**src/rtl/audio_out_unit.sv**
```systemverilog
// audio_out_unit: captures audio samples from the datapath over a 4-phase
// req/ack handshake, queues them in a FIFO, plays one sample per sample tick
// and turns the playing sample into a 1-bit PWM stream. After the program
// signals finish, done rises once every queued sample has been consumed.
module audio_out_unit #(
    parameter int WIDTH      = 11,
    parameter int DEPTH      = 16,
    parameter int SAMPLE_DIV = 1136
) (
    input  logic                     clkFPGA,
    input  logic                     rst,
    input  logic [WIDTH-1:0]         sample_in,
    input  logic                     req,
    input  logic                     finish,
    output logic                     ack,
    output logic                     pwm_out,
    output logic [WIDTH-1:0]         level,
    output logic [$clog2(DEPTH):0]   fifo_count,
    output logic [7:0]               underrun_cnt,
    output logic                     done
);

    localparam int AW = $clog2(DEPTH);
    localparam int CW = (SAMPLE_DIV > 2) ? $clog2(SAMPLE_DIV) : 1;

    typedef enum logic {
        IDLE = 1'b0,
        ACK  = 1'b1
    } hs_state_t;

    hs_state_t          state_q, state_d;

    logic [WIDTH-1:0]   mem_q [DEPTH];
    logic [AW-1:0]      wr_ptr_q, wr_ptr_d;
    logic [AW-1:0]      rd_ptr_q, rd_ptr_d;
    logic [AW:0]        count_q, count_d;

    logic [CW-1:0]      tick_cnt_q, tick_cnt_d;
    logic               tick;

    logic [WIDTH-1:0]   level_q;
    logic [WIDTH-1:0]   pwm_cnt_q;
    logic               pwm_q;
    logic [7:0]         underrun_q, underrun_d;
    logic               finish_latch_q;
    logic               done_q, done_d;

    logic               push;
    logic               pop;
    logic               has_room;

    assign tick     = (tick_cnt_q == CW'(SAMPLE_DIV - 1));
    assign pop      = tick && (count_q != '0);
    // A pop in the same cycle frees a slot, so a full FIFO still accepts.
    assign has_room = (count_q < (AW+1)'(DEPTH)) || pop;

    // Handshake FSM next state and the FIFO write strobe it produces.
    always_comb begin
        state_d = state_q;
        push    = 1'b0;
        case (state_q)
            IDLE: begin
                if (req && has_room) begin
                    push    = 1'b1;
                    state_d = ACK;
                end
            end
            ACK: begin
                if (!req) begin
                    state_d = IDLE;
                end
            end
            default: state_d = IDLE;
        endcase
    end

    // FIFO pointers, occupancy, tick counter, underrun counter and done.
    always_comb begin
        wr_ptr_d   = push ? wr_ptr_q + AW'(1) : wr_ptr_q;
        rd_ptr_d   = pop  ? rd_ptr_q + AW'(1) : rd_ptr_q;
        count_d    = count_q;
        case ({push, pop})
            2'b10:   count_d = count_q + (AW+1)'(1);
            2'b01:   count_d = count_q - (AW+1)'(1);
            default: count_d = count_q;
        endcase
        tick_cnt_d = tick ? '0 : tick_cnt_q + CW'(1);
        underrun_d = underrun_q;
        // Underruns stop counting once playback is declared complete.
        if (tick && (count_q == '0) && !done_q && (underrun_q != 8'hFF)) begin
            underrun_d = underrun_q + 8'd1;
        end
        done_d = done_q || (finish_latch_q && (count_q == '0) && (state_q == IDLE));
    end

    // Sample storage: written on push, no reset so it maps onto block RAM.
    always_ff @(posedge clkFPGA) begin
        if (push) begin
            mem_q[wr_ptr_q] <= sample_in;
        end
    end

    // Control state registers and the registered FIFO read into level.
    always_ff @(posedge clkFPGA) begin
        if (rst) begin
            state_q        <= IDLE;
            wr_ptr_q       <= '0;
            rd_ptr_q       <= '0;
            count_q        <= '0;
            tick_cnt_q     <= '0;
            level_q        <= '0;
            underrun_q     <= '0;
            finish_latch_q <= 1'b0;
            done_q         <= 1'b0;
        end else begin
            state_q        <= state_d;
            wr_ptr_q       <= wr_ptr_d;
            rd_ptr_q       <= rd_ptr_d;
            count_q        <= count_d;
            tick_cnt_q     <= tick_cnt_d;
            underrun_q     <= underrun_d;
            finish_latch_q <= finish_latch_q || finish;
            done_q         <= done_d;
            if (pop) begin
                level_q <= mem_q[rd_ptr_q];
            end
        end
    end

    // PWM: free-running ramp compared against the playing sample.
    always_ff @(posedge clkFPGA) begin
        if (rst) begin
            pwm_cnt_q <= '0;
            pwm_q     <= 1'b0;
        end else begin
            pwm_cnt_q <= pwm_cnt_q + WIDTH'(1);
            pwm_q     <= (pwm_cnt_q < level_q);
        end
    end

    assign ack          = (state_q == ACK);
    assign pwm_out      = pwm_q;
    assign level        = level_q;
    assign fifo_count   = count_q;
    assign underrun_cnt = underrun_q;
    assign done         = done_q;

endmodule

```
**config.mk**
```make
export PLATFORM = sky130hd
export DESIGN_NAME = audio_out_unit
export DESIGN_NICKNAME = d
export VERILOG_FILES = /design/src/rtl/audio_out_unit.sv
export SDC_FILE = /design/constraint.sdc
export NUM_CORES = 1
export LEC_CHECK = 0
export ABC_AREA = 1
export ABC_CLOCK_PERIOD_IN_PS = 3000
export BUFFER_PORTS_ARGS = -buffer_cell sky130_fd_sc_hd__buf_2
export CAP_MARGIN = 20
export CORE_MARGIN = 2
export CORE_UTILIZATION = 40
export CTS_CLUSTER_DIAMETER = 200
export DETAILED_ROUTE_END_ITERATION = 7
export GPL_TIMING_DRIVEN = 0
export MAX_ROUTING_LAYER = met4
export PLACE_DENSITY = 0.66
export SYNTH_ARGS = -nofsm -noshare
export SYNTH_HDL_FRONTEND = slang
export SYNTH_SLANG_ARGS = --single-unit
```
**constraint.sdc**
```tcl
create_clock -name clkFPGA -period 3 [get_ports clkFPGA]
set_input_delay 0.6 -clock clkFPGA [delete_from_list [all_inputs] [get_ports clkFPGA]]
set_output_delay 0.6 -clock clkFPGA [all_outputs]
set_load 0.02 [all_outputs]
```
[Word-level counts from Yosys, hierarchy flattened]
Memory sizes are Yosys's and may differ from the RTL's. A register that Yosys moved wholly into a read port is not among the register bits.
Cells that the tools add are included.
Word-level totals
  memory bits (writable): 176
  bits of input ports: 15
  output and inout port bits: 27
  bits in registers: 47
  memories kept: 1
  word-level logic and storage cells: 47
Operators by class
  mux-type cells: 7
  reduce and logical (&&, ||, !) cells: 15
  add/subtract/negate cells: 7
  bitwise operators: 1
  magnitude comparators: 2
  eq/ne operators: 4
Memory list
  mem_q: depth 16, bits a word 11, read ports 1, clocked after Yosys merged registers in 1, wr ports 1, line 33  | logic [WIDTH-1:0] mem_q [DEPTH];
Operators by type and width (count)
  adder 11 x 1 -> 11 bit (second input constant): 2
  == test 11 bit (second input constant): 1
  less-than comparator 11 bit: 1
  one-hot mux 5 bit (2 select lines): 1
  adder 4 x 1 -> 4 bit (second input constant): 2
  adder 8 x 1 -> 8 bit (second input constant): 1
  inequality test 8 bit (second input constant): 1
  logical AND 1 bit: 7
  adder 5 x 1 -> 5 bit (second input constant): 1
  logical NOT 5 bit: 1
  less-than comparator 5 bit (second input constant): 1
  two-way mux 1 bit: 5
  nonzero test 5 bit: 1
  subtractor 5 x 1 -> 5 bit (second input constant): 1
  logical OR 1 bit: 3
  == test 2 x 1 -> 1 bit (second input constant): 1
  == test 2 bit (second input constant): 1
  one-hot mux 1 bit (2 select lines): 1
  nonzero test 2 bit: 1
  OR reduction 2 bit: 1
  logical NOT 1 bit: 1
  inverter 1 bit: 1

[Logic depth before layout (Yosys ltp)]
Gate-level depths: netlist of run 1.
  word-level depth: 8
  mapped depth: 18

[Worst setup path after synthesis of run 1]
OpenSTA, ideal clock, no wires.
  path type: flip-flop to flip-flop
  start: register tick_cnt_q[0]
  end: memory mem_q[12][0] (enable)
  slack: 0.553 ns
  stages on the path, launching flop included: 9
  period minus slack after synthesis: 2.447 ns
  arrival: 2.054 ns
  path buffers: 1
  library setup time: 0.393 ns
  required time: 2.607 ns
  cell sequence: dfxtp_1 ha_1 nand2_1 nor2_2 nand3_4 nand2_2 nand3_2 buf_2 nor3_1
Between the ends
  cells in the longest elaborated chain, start to end: 8
Ends and longest elaborated chain
  start, declared: line 38  | logic [CW-1:0] tick_cnt_q, tick_cnt_d;
  start signal, assigned: line 120  | tick_cnt_q <= tick_cnt_d;
  == test 11 bit: line 52  | assign tick = (tick_cnt_q == CW'(SAMPLE_DIV - 1));
  logical AND 1 bit: line 53  | assign pop = tick && (count_q != '0);
  logical OR 1 bit: line 55  | assign has_room = (count_q < (AW+1)'(DEPTH)) || pop;
  logical AND 1 bit: line 63  | if (req && has_room) begin
  two-way mux 1 bit: line 63
  two-way mux 1 bit: line 61  | case (state_q)
  two-way mux 1 bit: line 98  | if (push) begin
  two-way mux 1 bit (not written as such): line 99  | mem_q[wr_ptr_q] <= sample_in;
  end, declared: line 33
Every way passes these cells.

[Final worst setup path of run 1]
  start: register tick_cnt_q[0]
  end: register count_q[4] (netlist: fifo_count[4])
Between the ends
  cells in the longest elaborated chain, start to end: 8
  elaborated cells between the ends (all ways): 10
  classes of those cells: 3 x eq/ne; 3 x mux; 4 x reduce/logical
Ends and longest elaborated chain
  == test 11 bit (*): line 52
  logical AND 1 bit (*): line 53
  logical OR 1 bit: line 55
  logical AND 1 bit: line 63
  two-way mux 1 bit: line 63
  two-way mux 1 bit: line 61
  == test 2 x 1 -> 1 bit or == test 2 bit (tied branches): line 82  | case ({push, pop})
  one-hot mux 5 bit (2 select lines) or nonzero test 2 bit (tied branches)
  end signal, assigned: line 119  | count_q <= count_d;
  end, declared: line 36  | logic [AW:0] count_q, count_d;
Mark *: on every way between the ends. The rest lies on a longest branch, timed or not.
A chain may end at the register's enable or synchronous reset.

==> impl_metrics.toml, run 1 <==
[logic_synthesis]
synthesis.instances = 1051
synth.net_count = 1088
list_of_most_frequent_post_synthesis_cells = "sky130_fd_sc_hd__nand2_1, sky130_fd_sc_hd__edfxtp_1, sky130_fd_sc_hd__nor2_1"
synth_edf_count = 176
post-synth-top-area-cell = "sky130_fd_sc_hd__edfxtp_1"
avgSynthCellArea_um2 = 9.79
yosysWarningCount = 0
post-synth-top-count-cell = "sky130_fd_sc_hd__nand2_1"
synth.lib_cells_used.distinct = 36
sequential_cell_area_fraction_in_the_yosys_report = 0.626
synth_seq_cells = 234
synthDominantCellAreaShare = 0.514
synth_top_flop_cell = "sky130_fd_sc_hd__edfxtp_1"
synthesis.area_um2 = 10300
synthTopCellsByArea = "sky130_fd_sc_hd__edfxtp_1, sky130_fd_sc_hd__dfxtp_1, sky130_fd_sc_hd__nand2_1"
async_set_or_reset_register_ratio_after_synthesis = 0

[clock_network]
cts_max_level = 1
clkSlewWorstSetupHoldPaths_ns = 0.06
ctsLongestPathBuffers = 3
clock_tree_from_tritoncts = "done"
total_number_of_clock_tree_sinks = 234
cts_made_buffers = 24
cts_hold_buffers = 0
insertion_delay_ns = 0.54
cts_root_buffer = "sky130_fd_sc_hd__clkbuf_16"

[drt]
detailedRoute.firstIterationViolations = 608
vias_per_instance = 5.12
detail_route.wirelength_mm = 26.2
post_drt_wl_per_cell_um = 17.7
drt_pass1_iterations = 5
dr_total_vias = 7565
antenna_left = 0
post-route-drc-count = 0

[critical_path]
crit_type = "reg2reg"
crit_slowest_cell = "sky130_fd_sc_hd__dfxtp_1"
reg2reg_setup_slack_ns = 0.31
timing.critical_path.required_ns = 3.39
timing.critical_path.mode_cell = "sky130_fd_sc_hd__nand2_1"
endpoint_kind = "flop"
start_kind = "flop"
worst-path-max-fanout = 11
cp_num_buf_inv = 2
worstPathCellList = "ha_1, nand2_1, nor2_4, nand3_4, nand2_2, nand3_2, buf_2, ha_2, xor2_1, ha_1, inv_1, nand2_1, nand3_1, nand3b_1, nand2_1, nand2_1, a21oi_1"
crit_path_max_incr_delay_ns = 0.32
crit_path_arrival_time_ns = 3.08
worst_path_dominant_cell_family = "simple AND/OR/NAND/NOR gates"

[die]
die_outline_area_um2 = 27000
die_height_um = 164
initial_core_util = 0.408
placeableCoreArea_um2 = 25300
floorplan.io_pins = 42
chipWidth_um = 164
floorplan.rows = 58

[layout]
design.final.nets = 1168
postLayoutCellArea_um2 = 11900
num_antenna_cells = 0
layout.filler_cells = 2347
layout-drive-gt1-share = 0.126
areaGrowthSynthToFinish_pct = 15.2
multi_input_comb_area_um2 = 3370
ff_latch_area_um2 = 6450

[place]
place_ws_ns = 0.232
replace_congestion = 0.930
placed_area_um2 = 11100
dp.final_hpwl_mm = 18.1
port_buffer_count = 40

[timing]
fin_skew_ns = 0.0111
fin_ws_ns = 0.311
slew_headroom = 0.381
final.setup.tns_ns = 0
final.min_clock_period_ns = 2.69
worst_pin_slew_ns = 0.923
finalSetupViolCount = 0
max_clock_freq_mhz = 372
layout_worst_path_cycle_share = 0.896
final_report_max_slew_violation_count = 0
final_hold_viol_count = 0
hold_slack_ns = 0.288
grt_setup_unrepaired = "false"

[pwr]
p_leak_nw = 4.60
power.ir.vdd_worst_v = 0.000302
p_per_area_nw_per_um2 = 553

[global_routing]
vias_in_the_first_global_route = 7061
globalRouteOverflowTotal = 0
antenna_found_initial = 0
grtUsageTotal = 0.202
largest_net_degree_at_the_start_of_global_routing = 17
wire_length_of_the_first_global_routing_pass_mm = 39.9

[job]
cap_viol_max_count = 0

[worst_hold_path]
hold_class = "in2reg"

[status]
outcome = "finished, final reports clean"
-- routing by layer --
metal | global-route usage | share of wire
met5 | - | 0
met4 | 0.0850 | 0.041
met3 | 0.0296 | 0.063
met2 | 0.325 | 0.47
met1 | 0.257 | 0.42
-- path summary, 6_finish.rpt --
check,startpoint,end,cells after the start
worst min-delay path,finish,finish_latch_q,3
worst min register to register,tick_cnt_q[0],tick_cnt_q[0],1
worst max register to register,tick_cnt_q[0],fifo_count[4],17
worst max-delay path,tick_cnt_q[0],fifo_count[4],17
-- layout make-up --
class,count,share of cell area
Timing Repair Buffer,54,0.0296
Clock inverter,9,0.00644
Buffer,45,0.0171
Sequential cell,234,0.544
Clock buffer,33,0.0535
Multi-Input combinational cell,676,0.284
Tap cell,330,0.0348
Inverter,96,0.0304
-- flip-flops by register name, summed over array words and instances (netlist names) --
name / flops
ack: 1
mem_q: 176
finish_latch_q: 1
level: 11
pwm_cnt_q: 11
pwm_out: 1
tick_cnt_q: 11
fifo_count: 5
underrun_cnt: 8
wr_ptr_q: 4
done: 1
rd_ptr_q: 4
-- worst register-to-register path: stages, from the launching register on --
cell and delay [ns]:
sky130_fd_sc_hd__dfxtp_1 0.32, sky130_fd_sc_hd__ha_1 0.21, sky130_fd_sc_hd__nand2_1 0.12, sky130_fd_sc_hd__nor2_4 0.07
sky130_fd_sc_hd__nand3_4 0.13, sky130_fd_sc_hd__nand2_2 0.11, sky130_fd_sc_hd__nand3_2 0.10, sky130_fd_sc_hd__buf_2 0.31
sky130_fd_sc_hd__ha_2 0.32, sky130_fd_sc_hd__xor2_1 0.21, sky130_fd_sc_hd__ha_1 0.17, sky130_fd_sc_hd__inv_1 0.04
sky130_fd_sc_hd__nand2_1 0.09, sky130_fd_sc_hd__nand3_1 0.10, sky130_fd_sc_hd__nand3b_1 0.10, sky130_fd_sc_hd__nand2_1 0.05
sky130_fd_sc_hd__nand2_1 0.05, sky130_fd_sc_hd__a21oi_1 0.05
-- cell families after synthesis --
family,share of synthesized area
AND/OR/NAND/NOR,0.227
buffers and inverters,0.0547
adder cells (fa/ha/maj),0.0267
flip-flops,0.626
XOR/XNOR,0.0111
AO/OA/AOI/OAI,0.0545
-- cell usage in the layout (no fill, tap or decap), types with 3 or more instances in the layout --
| cell type | n |
|---|---|
| sky130_fd_sc_hd__a21oi_1 | 33 |
| sky130_fd_sc_hd__a21oi_2 | 8 |
| sky130_fd_sc_hd__buf_1 | 8 |
| sky130_fd_sc_hd__buf_2 | 55 |
| sky130_fd_sc_hd__buf_4 | 4 |
| sky130_fd_sc_hd__buf_6 | 13 |
| sky130_fd_sc_hd__clkbuf_1 | 28 |
| sky130_fd_sc_hd__clkbuf_16 | 24 |
| sky130_fd_sc_hd__clkinv_1 | 4 |
| sky130_fd_sc_hd__clkinv_2 | 3 |
| sky130_fd_sc_hd__dfxtp_1 | 58 |
| sky130_fd_sc_hd__edfxtp_1 | 176 |
| sky130_fd_sc_hd__ha_1 | 21 |
| sky130_fd_sc_hd__inv_1 | 93 |
| sky130_fd_sc_hd__inv_2 | 3 |
| sky130_fd_sc_hd__nand2_1 | 239 |
| sky130_fd_sc_hd__nand2_2 | 3 |
| sky130_fd_sc_hd__nand3_1 | 107 |
| sky130_fd_sc_hd__nand3b_1 | 4 |
| sky130_fd_sc_hd__nand4_1 | 14 |
| sky130_fd_sc_hd__nor2_1 | 130 |
| sky130_fd_sc_hd__nor2_4 | 4 |
| sky130_fd_sc_hd__nor3_1 | 10 |
| sky130_fd_sc_hd__nor3_2 | 17 |
| sky130_fd_sc_hd__o21ai_0 | 56 |
| sky130_fd_sc_hd__xor2_1 | 11 |
-- what timing repair did --
item | CTS | global route
endpoints found under the setup margin | 0 | 1
hold endpoints to repair | 0 | 0
buffers inserted | 0 | 0
gates resized for setup | 0 | 2
-- where the power goes --
group	internal, W	switching [W]
registers	0.00352	0.0000222
logic	0.0000641	0.000178
clock network	0.00156	0.00122
total	0.00514	0.00142
-- stage by stage --
stage,cells,utilization,power [W]
after floorplan,1051,-,0.00373
after global placement,1421,0.432,0.00383
after detailed placement,1435,0.441,0.00385
after CTS,1477,0.469,0.00659
after global routing,1477,0.469,0.00675
final,1477,0.469,0.00656
No activity file was read; power rests on OpenSTA's default activity.
==> run 2: changes to the inputs <==
--- a/config.mk
+++ b/config.mk
@@ -6,11 +6,11 @@
 export NUM_CORES = 1
 export LEC_CHECK = 0
 export ABC_AREA = 1
-export ABC_CLOCK_PERIOD_IN_PS = 3000
 export BUFFER_PORTS_ARGS = -buffer_cell sky130_fd_sc_hd__buf_2
 export CAP_MARGIN = 20
 export CORE_MARGIN = 2
 export CORE_UTILIZATION = 40
+export CTS_BUF_LIST = sky130_fd_sc_hd__clkbuf_2 sky130_fd_sc_hd__clkbuf_4 sky130_fd_sc_hd__clkbuf_8
 export CTS_CLUSTER_DIAMETER = 200
 export DETAILED_ROUTE_END_ITERATION = 7
 export GPL_TIMING_DRIVEN = 0
==> constraint.sdc (replaced) <==
create_clock -name clkFPGA -period 2.74 [get_ports clkFPGA]
set_input_delay 0.548 -clock clkFPGA [delete_from_list [all_inputs] [get_ports clkFPGA]]
set_output_delay 0.548 -clock clkFPGA [all_outputs]
set_load 0.02 [all_outputs]
==> run 2 against run 1 <==
- sequential power increased by 9.6%
- critical path depth increased by 1
- via count increased by 1.6%
- utilization increased by 0.31 points
- count of clock-buffer cells in the layout increased by 21
- power increased by 7.4%
- worst setup slack got worse by 0.061 ns
- register-to-register slack got worse by 0.06 ns
- sequential share of layout area decreased by 0.36 points
- critical path type unchanged
==> impl_metrics.toml, run 2 (synthesized netlist as in run 1, its figures left out) <==
[global_routing]
largest_net_degree_at_the_start_of_global_routing = 17
globalRouteOverflowTotal = 0
antenna_found_initial = 0
vias_in_the_first_global_route = 7186
wire_length_of_the_first_global_routing_pass_mm = 40.4
grtUsageTotal = 0.205

[worst_hold_path]
worstHoldPathCells = 3
hold-path-endpoint = "finish_latch_q"
worst_hold_startpoint = "finish"
hold_class = "in2reg"

[critical_path]
timing.rr.start = "tick_cnt_q[0]"
rr_worst_depth = 18
crit_path_max_incr_delay_ns = 0.35
crit_path_arrival_time_ns = 2.88
endpoint_kind = "flop"
setup.worst_path.start = "tick_cnt_q[0]"
timing.critical_path.mode_cell = "sky130_fd_sc_hd__nand2_1"
crit_type = "reg2reg"
reg2reg_setup_slack_ns = 0.25
timing.critical_path.required_ns = 3.13
worstPathCellList = "ha_1, nand2_1, nor2_4, nand3_4, nand2_4, nand3_2, buf_8, ha_4, xor2_2, ha_1, inv_1, nand2_1, nand3_1, nand2_1, nand2_1, nand2_1, nand2_1, a21oi_1"
crit-reg2reg-capture = "fifo_count[4]"
start_kind = "flop"
worst-path-max-fanout = 11
crit_slowest_cell = "sky130_fd_sc_hd__dfxtp_1"

[clock_network]
cts_made_buffers = 38
cts_root_buffer = "sky130_fd_sc_hd__clkbuf_8"
clock_tree_from_tritoncts = "done"
cts_max_level = 2
cts_hold_buffers = 0
insertion_delay_ns = 0.54
clkSlewWorstSetupHoldPaths_ns = 0.06
total_number_of_clock_tree_sinks = 234
ctsLongestPathBuffers = 3

[layout]
layout.cells.most_common_list = "sky130_fd_sc_hd__nand2_1, sky130_fd_sc_hd__edfxtp_1, sky130_fd_sc_hd__nor2_1"
multi_input_comb_area_um2 = 3390
design.final.nets = 1187
ff_latch_area_um2 = 6450
num_antenna_cells = 0
largest_register = "mem_q"
largest_register_ffs = 176
layout-drive-gt1-share = 0.152
final_common_cell = "sky130_fd_sc_hd__nand2_1"
layout.filler_cells = 2344
layout.core_utilization = 0.472
areaGrowthSynthToFinish_pct = 15.9

[drt]
detailedRoute.firstIterationViolations = 683
dr_total_vias = 7688
detail_route.wirelength_mm = 26.4
vias_per_instance = 5.09
drt_pass1_iterations = 5
post_drt_wl_per_cell_um = 17.5
post-route-drc-count = 0
antenna_left = 0

[timing]
final_report_max_slew_violation_count = 0
final.min_clock_period_ns = 2.49
slew_headroom = 0.377
worst_pin_slew_ns = 0.930
layout_worst_path_cycle_share = 0.909
finalSetupViolCount = 0
fin_skew_ns = 0.0170
grt_setup_unrepaired = "false"
max_clock_freq_mhz = 402
final_hold_viol_count = 0

[pwr]
post-layout-total-power_w = 0.00704
p_per_area_nw_per_um2 = 590
power.ir.vdd_worst_v = 0.000247
p_leak_nw = 4.66

[die]
floorplan.rows = 58
chipWidth_um = 164
floorplan.io_pins = 42
placeableCoreArea_um2 = 25300
die_height_um = 164
initial_core_util = 0.408
die_outline_area_um2 = 27000

[place]
dp.final_hpwl_mm = 18.1
port_buffer_count = 40
replace_congestion = 0.930

[job]
cap_viol_max_count = 0

[status]
outcome = "finished, final reports clean"
[run 2: changes by cell type in the layout (fill, tap and decap cells not counted), sizes merged]
cell      change
clkinvlp      +2
clkinv        +4
inv           +1
clkbuf       +21
bufinv        -1
buf           +5
[run 2: layout make-up]
cell class              instances  share of cell area
flip-flops and latches        234               0.540
well taps                     330              0.0346
clock buffers                  54              0.0544
clock inverters                15             0.00587
multi-input cells             676               0.284
plain buffers                  45              0.0178
repair buffers                 59              0.0325
inverters                      96              0.0302
[run 2: power by group]
group          switching [W]  internal [W]  total (W)
logic               0.000197     0.0000724   0.000269
clock network        0.00136       0.00153    0.00290
registers          0.0000250       0.00385    0.00388
total                0.00159       0.00546    0.00704
[run 2: stage by stage]
stage	hold slack, ns	setup TNS [ns]	setup WS (ns)	std cells	instance area, um2
6_report	0.241	0	0.250	1509	11900
4_1_cts	0.223	0	0.0150	1504	11900
2_1_floorplan	0.418	0	0.293	1051	10300
3_5_place_dp	0.448	-0.0284	-0.0284	1435	11100
3_3_place_gp	0.431	-79.62	-0.607	1421	10900
5_1_grt	0.228	0	0.0175	1509	11900
[run 2: timing repair]
action | CTS | global route
setup endpoints to repair | 2 | 14
gates resized for setup | 1 | 8
setup buffers | 0 | 5
pin swaps | 0 | 3
[run 2: worst max-delay path by stage]
stage,end,slack (ns)
finish,fifo_count[4],0.25
global route,fifo_count[4],0.02
CTS,fifo_count[4],0.02
detailed placement,fifo_count[4],-0.03
global placement,mem_q[13][10],-0.61
floorplan,mem_q[12][0],0.29
[run 2: per-layer routing]
layer	vias up	track usage	wire (um)
li1	3727	-	-
met1	3629	0.261	11200
met2	261	0.326	12500
met3	71	0.0326	1570
met4	0	0.0866	1060
met5	-	-	0
[run 2: worst max-delay path: cells and delay by family (launching register included)]
kind	cells	cell delay [ns]
compound gates	1	0.05
xor+xnor	1	0.15
fa+ha+maj	3	0.54
buf+inv	2	0.24
flops	1	0.35
simple gates	11	1.00
==> run 3: changes to the inputs <==
--- a/config.mk
+++ b/config.mk
@@ -8,6 +8,7 @@
 export ABC_AREA = 1
 export BUFFER_PORTS_ARGS = -buffer_cell sky130_fd_sc_hd__buf_2
 export CAP_MARGIN = 20
+export CORE_ASPECT_RATIO = 1.1
 export CORE_MARGIN = 2
 export CORE_UTILIZATION = 40
 export CTS_BUF_LIST = sky130_fd_sc_hd__clkbuf_2 sky130_fd_sc_hd__clkbuf_4 sky130_fd_sc_hd__clkbuf_8
==> run 3 against run 2 <==
- count of clock-buffer cells in the layout is the same
- worst hold slack gained 0.0044 ns
- critical path depth is the same
- clock power shrank 1%
- die area is essentially flat
- largest cell class unchanged
- register-to-register slack is essentially flat
- largest power group unchanged
- via count shrank 0.21%
==> impl_metrics.toml, run 3 (synthesized netlist as in run 1, its figures left out) <==
[timing]
fin_skew_ns = 0.0399
layout_worst_path_cycle_share = 0.906
fin_ws_ns = 0.257
slew_headroom = 0.390
final_hold_viol_count = 0
max_clock_freq_mhz = 403
finalSetupViolCount = 0
worst_pin_slew_ns = 0.910
final_report_max_slew_violation_count = 0
hold_slack_ns = 0.245
final.min_clock_period_ns = 2.48
final.setup.tns_ns = 0

[layout]
areaGrowthSynthToFinish_pct = 15.8
design.final.nets = 1185
layout.filler_cells = 2333
layout.core_utilization = 0.472
layout.cells.most_common_list = "sky130_fd_sc_hd__nand2_1, sky130_fd_sc_hd__edfxtp_1, sky130_fd_sc_hd__nor2_1"
final_common_cell = "sky130_fd_sc_hd__nand2_1"
num_antenna_cells = 0
postLayoutCellArea_um2 = 11900
largest_register = "mem_q"
layout-drive-gt1-share = 0.150
largest_register_ffs = 176

[critical_path]
crit_type = "reg2reg"
crit_path_arrival_time_ns = 2.85
start_kind = "flop"
timing.critical_path.required_ns = 3.11
endpoint_kind = "flop"
worst-path-max-fanout = 11

[drt]
routed-wl-met3_mm = 1.63
routed.top_layer = "met4"
dr_total_vias = 7672
met1_length_mm = 10.7
post-route-drc-count = 0
dr_wl_met2_mm = 13.1
antenna_left = 0
vias_per_instance = 5.05
drt_pass1_iterations = 6
detailedRoute.firstIterationViolations = 646
post_drt_wl_per_cell_um = 17.6
detail_route.wirelength_mm = 26.7

[clock_network]
ctsLongestPathBuffers = 3
total_number_of_clock_tree_sinks = 234
cts_made_buffers = 38
clkSlewWorstSetupHoldPaths_ns = 0.06
cts_hold_buffers = 0
cts_root_buffer = "sky130_fd_sc_hd__clkbuf_8"
cts_max_level = 2
clock_tree_from_tritoncts = "done"
insertion_delay_ns = 0.54

[die]
chipWidth_um = 157
die_outline_area_um2 = 27000
placeableCoreArea_um2 = 25300
die_height_um = 172
floorplan.io_pins = 42
floorplan.rows = 61
initial_core_util = 0.407

[pwr]
power.ir.vdd_worst_v = 0.000250
p_leak_nw = 4.64
p_per_area_nw_per_um2 = 588

[place]
placed_area_um2 = 11200
replace_congestion = 0.966
place_ws_ns = -0.0354
port_buffer_count = 40
dp.final_hpwl_mm = 18.2

[global_routing]
wire_length_of_the_first_global_routing_pass_mm = 40.4
globalRouteOverflowTotal = 0
antenna_found_initial = 0
largest_net_degree_at_the_start_of_global_routing = 17
vias_in_the_first_global_route = 7294
grtUsageTotal = 0.206

[worst_hold_path]
hold_class = "in2reg"

[job]
cap_viol_max_count = 0

[status]
outcome = "finished, final reports clean"
==> run 3: where the power goes <==
part           switching, W  internal [W]
Clock               0.00133       0.00153
Combinational      0.000199     0.0000735
Sequential        0.0000248       0.00385
==> run 3: area by class of cell <==
class                      instances  area, um2  area share
buffer                            45        209      0.0175
clock buffer                      54        656      0.0550
clock inverter                    10       47.5     0.00399
inverter                          96        360      0.0302
multi-input combinational        676       3390       0.285
sequential                       234       6450       0.541
tap                              346        433      0.0363
timing repair buffer              57        377      0.0316
==> run 3: what timing repair did <==
item                       in CTS  in global routing
pin swaps                       0                  2
setup endpoints to repair       2                 21
setup buffers                   0                  3
gates resized for setup         1                  7
gates cloned                    0                  0
==> run 3: through the flow <==
stage               instances  power, W
global placement         1437   0.00420
floorplan                1051   0.00409
detailed placement       1451   0.00422
finish                   1518   0.00701
CTS                      1515   0.00706
global route             1518   0.00724
==> run 3: critical path, stage by stage, from the launching register on <==
cell	delay, ns
sky130_fd_sc_hd__dfxtp_1	0.35
sky130_fd_sc_hd__ha_1	0.17
sky130_fd_sc_hd__nand2_1	0.10
sky130_fd_sc_hd__nor2_4	0.17
sky130_fd_sc_hd__nand3_4	0.13
sky130_fd_sc_hd__nand2_4	0.11
sky130_fd_sc_hd__nand3_2	0.11
sky130_fd_sc_hd__buf_6	0.19
sky130_fd_sc_hd__ha_4	0.20
sky130_fd_sc_hd__xor2_2	0.15
sky130_fd_sc_hd__ha_1	0.18
sky130_fd_sc_hd__inv_1	0.05
sky130_fd_sc_hd__nand2_1	0.07
sky130_fd_sc_hd__nand3_1	0.11
sky130_fd_sc_hd__nand2_1	0.05
sky130_fd_sc_hd__nand2_1	0.05
sky130_fd_sc_hd__nand2_1	0.05
sky130_fd_sc_hd__nand2_1	0.05
sky130_fd_sc_hd__a21oi_1	0.05
==> run 3: worst paths after layout <==
kind / start / to / slack, ns / cells past startpoint
worst max-delay path: tick_cnt_q[0] / fifo_count[4] / 0.26 / 18
worst min register to register: tick_cnt_q[0] / tick_cnt_q[0] / 0.45 / 1
worst min-delay path: finish / finish_latch_q / 0.25 / 3
worst max register to register: tick_cnt_q[0] / fifo_count[4] / 0.26 / 18
==> run 3: routing by layer <==
layer  track usage  up-vias
li1              -     3714
met1         0.246     3613
met2         0.344      274
met3        0.0336       71
met4        0.0961        0
met5             -        -
